$ cat config.mk
export PLATFORM = sky130hd
export DESIGN_NAME = code_entry_ctrl
export DESIGN_NICKNAME = d
export VERILOG_FILES = /design/src/rtl/code_entry_ctrl.sv
export SDC_FILE = /design/constraint.sdc
export NUM_CORES = 1
export LEC_CHECK = 0
export BUFFER_PORTS_ARGS = -buffer_cell sky130_fd_sc_hd__buf_2
export CORE_ASPECT_RATIO = 0.6
export CORE_UTILIZATION = 30
export CTS_BUF_LIST = sky130_fd_sc_hd__clkbuf_8
export DETAILED_ROUTE_END_ITERATION = 10
export PLACE_DENSITY = 0.48
export SETUP_SLACK_MARGIN = 0.3
export SYNTH_ARGS = -nofsm -noshare
export SYNTH_HDL_FRONTEND = slang
export SYNTH_SLANG_ARGS = --single-unit
$ cat constraint.sdc
create_clock -name clk -period 2.95 [get_ports clk]
set_input_delay 0.4425 -clock clk [delete_from_list [all_inputs] [get_ports clk]]
set_output_delay 0.4425 -clock clk [all_outputs]
set_load 0.05 [all_outputs]
$ cat src/rtl/code_entry_ctrl.sv
// Code entry sequencer for the shared decade counter: clears it, gates its enable from
// the spin button, and latches one BCD digit per enter press into the code register.
module code_entry_ctrl #(
    parameter int DIGITS = 4
) (
    input  logic                  clk,
    input  logic                  rst,
    input  logic                  start,
    input  logic                  btn,
    input  logic                  enter,
    input  logic                  cancel,
    input  logic [3:0]            cnt_val,
    output logic                  cnt_en,
    output logic                  cnt_rst_n,
    output logic [4*DIGITS-1:0]   code,
    output logic [2:0]            digit_idx,
    output logic                  busy,
    output logic                  done
);

    typedef enum logic [2:0] {
        S_IDLE    = 3'd0,
        S_CLEAR   = 3'd1,
        S_HOLD    = 3'd2,
        S_SPIN    = 3'd3,
        S_CAPTURE = 3'd4,
        S_DONE    = 3'd5
    } state_t;

    localparam logic [2:0] LAST_IDX = 3'(DIGITS - 1);

    state_t              state_q, state_d;
    logic [4*DIGITS-1:0] code_q, code_d;
    logic [2:0]          idx_q, idx_d;

    always_ff @(posedge clk) begin
        if (!rst) begin
            state_q <= S_IDLE;
            code_q  <= '0;
            idx_q   <= '0;
        end else begin
            state_q <= state_d;
            code_q  <= code_d;
            idx_q   <= idx_d;
        end
    end

    always_comb begin
        state_d = state_q;
        code_d  = code_q;
        idx_d   = idx_q;
        case (state_q)
            S_IDLE: begin
                if (start) begin
                    state_d = S_CLEAR;
                    code_d  = '0;
                    idx_d   = '0;
                end
            end
            S_CLEAR: state_d = S_HOLD;
            S_HOLD, S_SPIN: begin
                // cancel outranks enter, which outranks the spin button
                if (cancel) begin
                    state_d = S_IDLE;
                    code_d  = '0;
                    idx_d   = '0;
                end else if (enter) begin
                    state_d = S_CAPTURE;
                end else if (state_q == S_HOLD && btn) begin
                    state_d = S_SPIN;
                end else if (state_q == S_SPIN && !btn) begin
                    state_d = S_HOLD;
                end
            end
            S_CAPTURE: begin
                code_d[4*int'(idx_q) +: 4] = cnt_val;
                if (idx_q == LAST_IDX) begin
                    state_d = S_DONE;
                end else begin
                    idx_d   = idx_q + 3'd1;
                    state_d = S_CLEAR;
                end
            end
            S_DONE:  state_d = S_IDLE;
            default: state_d = S_IDLE;
        endcase
    end

    always_comb begin
        cnt_en    = (state_q == S_SPIN) & btn & ~enter & ~cancel;
        cnt_rst_n = rst & (state_q != S_CLEAR);
        busy      = (state_q != S_IDLE);
        done      = (state_q == S_DONE);
        code      = code_q;
        digit_idx = idx_q;
    end

endmodule

[Word level (Yosys, flattened, before mapping)]
Cells that the tools add are included.
Cells by class
  equal/unequal tests: 11
  shift-type cells: 2
  multiplexer cells: 15
  bitwise operators: 6
  add/sub/neg operators: 2
  reduce and logical (&&, ||, !) cells: 10
Operators with widths (number)
  $pmux 16 s3: 1
  $neg 5->33: 1
  $shift 4x33->16 const A: 1
  $shiftx 4x33->16: 1
  $mux 16: 2
  $mux 3: 9
  $bwmux 16: 1
  $pmux 3 s4: 1
  $eq 3x2->1 const B: 3
  $pmux 3 s3: 1
  $eq 3x3->1 const B: 2
  $ne 2x2->1 const B: 3
  $reduce_bool 3->1: 2
  $ne 5x5->1 const B: 1
  $and 1x1->1: 4
  $reduce_and 4->1: 1
  $add 3x1->3 const B: 1
  $eq 3x1->1 const B: 1
  $logic_not 3->1: 1
  $ne 3x1->1 const B: 1
  $reduce_and 3->1: 1
  $logic_and 1x1->1: 2
  $not 1->1: 2
  $reduce_and 2->1: 1
  other kinds (2): 2
Word-level totals
  register bits: 22
  input bits: 10
  logic and storage cells: 49
  output and inout port bits: 23

[Depth between registers and ports, before layout]
  depth after elaboration: 7
  mapped depth: 7
  gate-level depth less buffers: 7

[Worst setup path before layout]
No wires, ideal clock.
  kind: register to register
  start: reg idx_q[0], in the netlist digit_idx[0]
  end: reg code_q[0], in the netlist code[0]
  data required time: 2880 ps
  buffers on the path: 0
  cell stages (with the launch flop): 8
  setup time: 70 ps
  slack: 609 ps
  period minus slack after synthesis: 2341 ps
  arrival time: 2271 ps
  cells stage by stage: dfxtp_1 > inv_1 > ha_1 > ha_1 > nor4b_1 > and2_1 > nand3_1 > a21oi_1
Between the ends
  longest elaborated chain between the ends: 4
  elaborated cells on any way between the ends: 5
  classes of those cells: 1 x add/sub; 2 x shift; 2 x mux
Ends and longest elaborated chain
  from (decl): RTL line 34  | logic [2:0] idx_q, idx_d;
  from (signal assigned): RTL line 44  | idx_q <= idx_d;
  $neg 5->33 *: RTL line 76  | code_d[4*int'(idx_q) +: 4] = cnt_val;
  $shiftx 4x33->16 / $shift 4x33->16 (equally long branches): RTL line 76
  $bwmux 16 *: RTL line 76
  $pmux 16 s3 *: RTL line 52  | case (state_q)
  to (signal assigned): RTL line 43  | code_q <= code_d;
  to (decl): RTL line 33  | logic [4*DIGITS-1:0] code_q, code_d;
Mark *: on every way between the ends. The rest lies on a longest branch, timed or not.
A chain may end at the register's enable or synchronous reset.

[Worst setup path after layout]
  start: reg idx_q[0], in the netlist digit_idx[0]
  end: reg code_q[3], in the netlist code[3]
The elaborated chain is that of the path after synthesis.

==> impl_metrics.tcl <==
set metrics [dict create \
    drive_gt1_share_pct 31.16 \
    cts-resized-gates 0 \
    finalSetupTns_ns 0 \
    crit_path_start "digit_idx[0]" \
    fin_area_sq_mm 0.001274 \
    synth_top_area_cell "dfxtp_1" \
    critPathCapture "code[3]" \
    io_pins 33 \
    htreeDepth 1 \
    drtAntennaViolNets 0 \
    synth_nets 123 \
    clockBufferDepth 2 \
    synth_cell_types 28 \
    yosysWarnings 0 \
    synth_top_family_by_area "compound AO/OA/AOI/OAI gates" \
    die_w_um 78.19 \
    r2r-start "digit_idx[0]" \
    ys_ff_latch 22 \
    period_minus_slack_ns 2.267 \
    worstSetupPathType "register to register" \
    netlist_area_sq_mm 0.001045 \
    grt_pass1_wl_mm 3.967 \
    die-height_um 47.71 \
    synth_simple_gate_area_share_pct 19.16 \
    cts_sinks 22 \
    clock_latency_ns 0.26 \
    peakVddDrop_mv 0.2862 \
    routed_wl_mm 2.595 \
    floorplan.die_area_sq_mm 0.003730 \
    drc_errors 0 \
    tightest_slew_ns 0.6435 \
    antenna_found_initial 0 \
    cp.required_ns 3.14 \
    root_buffer "clkbuf_8" \
    r2r_slack_ns 0.68 \
    ys_async_sr_fraction_pct 0 \
    synth_compound_area_share_pct 24.19 \
    syn_avg_cell_area_sq_um 9.764 \
    max_freq_mhz 441.1 \
    synth_edf_count 0 \
    cts_tree "built" \
    syn_to_final_growth_pct 21.92 \
    diodes 0 \
    dpl-instance-area_sq_mm 0.001219 \
    start_util_pct 31.82 \
    reg2regPathDepth 7 \
    grt_start_max_net_pins 18 \
    finalNetCount 155 \
    status "finished, final reports clean" \
    synthTopCellsByArea "dfxtp_1 42%, a32o_1 11%, ha_1 7.2%" \
    hold_violations 0 \
    max-cap-violations 0 \
    slew_headroom_pct 57.10 \
    avgRoutedWirePerCell_um 14.18 \
    slew_viol_final 0 \
    reg2reg_to "code[3]" \
    grt_pass1_vias 767 \
    numCtsBuffers 3 \
    place_congestion 0.8532 \
    post-route-period-util_pct 76.84 \
    grt_overflow 0 \
    post_cts_buffers 0 \
    synth_adder_area_share_pct 7.186 \
    setup_violations 0 \
    synth_flop_cell "dfxtp_1" \
    firstDrtPassIters 4 \
    muxShareOfSynthArea_pct 0 \
    hold_ws_ns 0.4619 \
    crit_fanout 7 \
    place_inst 179 \
    drtIter0Drc 40 \
    hold_class "input port to register" \
    seq_area_frac_synth_pct 42.16 \
    synth_xor_area_share_pct 0 \
    via_count 912 \
    row_count 16 \
    via_per_inst 4.984 \
    rsz0062_at_grt "false" \
    cp.arrival_ns 2.45 \
    fin_skew_ns 0.001414 \
    core_sq_mm 0.003283 \
    power.density_mw_per_mm2 448.9 \
    fin_util_pct 38.80 \
    clk_pin_slew_worst_paths_ns 0.08 \
    dp_hpwl_mm 1.971 \
    synth_cells 107 \
    p_leak_nw 0.5307 \
    grt_usage_pct 14.58 \
    ctsHoldBuffers 0 \
    end_kind "register" \
    yosysTopAreaCellShare_pct 42.16 \
    crit_path_start_kind "register" \
    portBuffers 32 \
    finalNonFillerCells 183 \
]
flip-flops by register name (all words and copies together) (netlist names):
register / count
state_q: 3
code: 16
digit_idx: 3
cell usage after synthesis, types with 2 or more instances:
library cell  number
buf_6              3
a32oi_1            2
inv_1              9
o31ai_1            2
nor2_1             5
nand2_1            4
o21ai_0            4
ha_1               6
or2_2              4
or4_1              2
nor3_1             4
dfxtp_1           22
a32o_1            12
nand3_1            6
a21oi_1            9
area by class of cell:
class | instances | area, sq um
fill | 348 | 2009
multi-input combinational | 71 | 528.0
sequential | 22 | 440.4
timing repair buffer | 32 | 160.2
tap | 45 | 56.30
clock buffer | 4 | 55.05
inverter | 9 | 33.78
report_power, final:
group	switching (mW)	internal (mW)
Sequential	0.00412	0.299
Combinational	0.0406	0.0164
Clock	0.0931	0.119
Total	0.138	0.434
metal layers:
metal / vias up / GRT usage [%] / wire, um
met5: - / 0 / 0
met4: 0 / 1.111 / 0
met3: 0 / 4.381 / 123
met2: 21 / 20.70 / 1006
met1: 426 / 22.20 / 1465
li1: 465 / - / -
placed cells by master, fill, tap and decap left out, types with 2 or more instances in the layout:
cell / instances
a32o_1: 12
inv_1: 9
nand3_1: 6
a32oi_1: 2
ha_1: 6
or4_1: 2
nor2_1: 5
nand2_1: 4
o31ai_1: 2
dfxtp_1: 22
clkbuf_8: 4
o21ai_0: 4
nor3_1: 4
a21oi_1: 9
or2_2: 4
buf_2: 32
worst min-delay path by stage:
stage / startpoint / end / cells after the start
5_1_grt: cnt_val[3] / code[7] / 2
2_1_floorplan: state_q[2] / state_q[1] / 1
6_report: enter / state_q[2] / 3
3_5_place_dp: code[2] / code[2] / 2
3_3_place_gp: code[3] / code[3] / 2
4_1_cts: enter / state_q[2] / 3
cells by family after synthesis:
family	count (synthesis)
flip-flops	22
adder cells (fa/ha/maj)	6
AND/OR/NAND/NOR	32
AO/OA/AOI/OAI	33
buffers and inverters	14
worst max-delay path: stages, from the launching register on:
cell     delay [ns]
dfxtp_1        0.46
inv_1          0.14
ha_1           0.23
ha_1           0.35
nor4b_1        0.49
and2_1         0.27
nand3_1        0.10
a21oi_1        0.16
per-stage QoR:
stage / power (mW) / worst slack (ns)
final: 0.5718 / 0.6831
after global routing: 0.5960 / 0.5002
after CTS: 0.5773 / 0.7020
after detailed placement: 0.3668 / 0.7444
after global placement: 0.3671 / 0.8473
after floorplan: 0.3496 / 0.6090
Note: power is estimated with default switching activity, not from simulation.
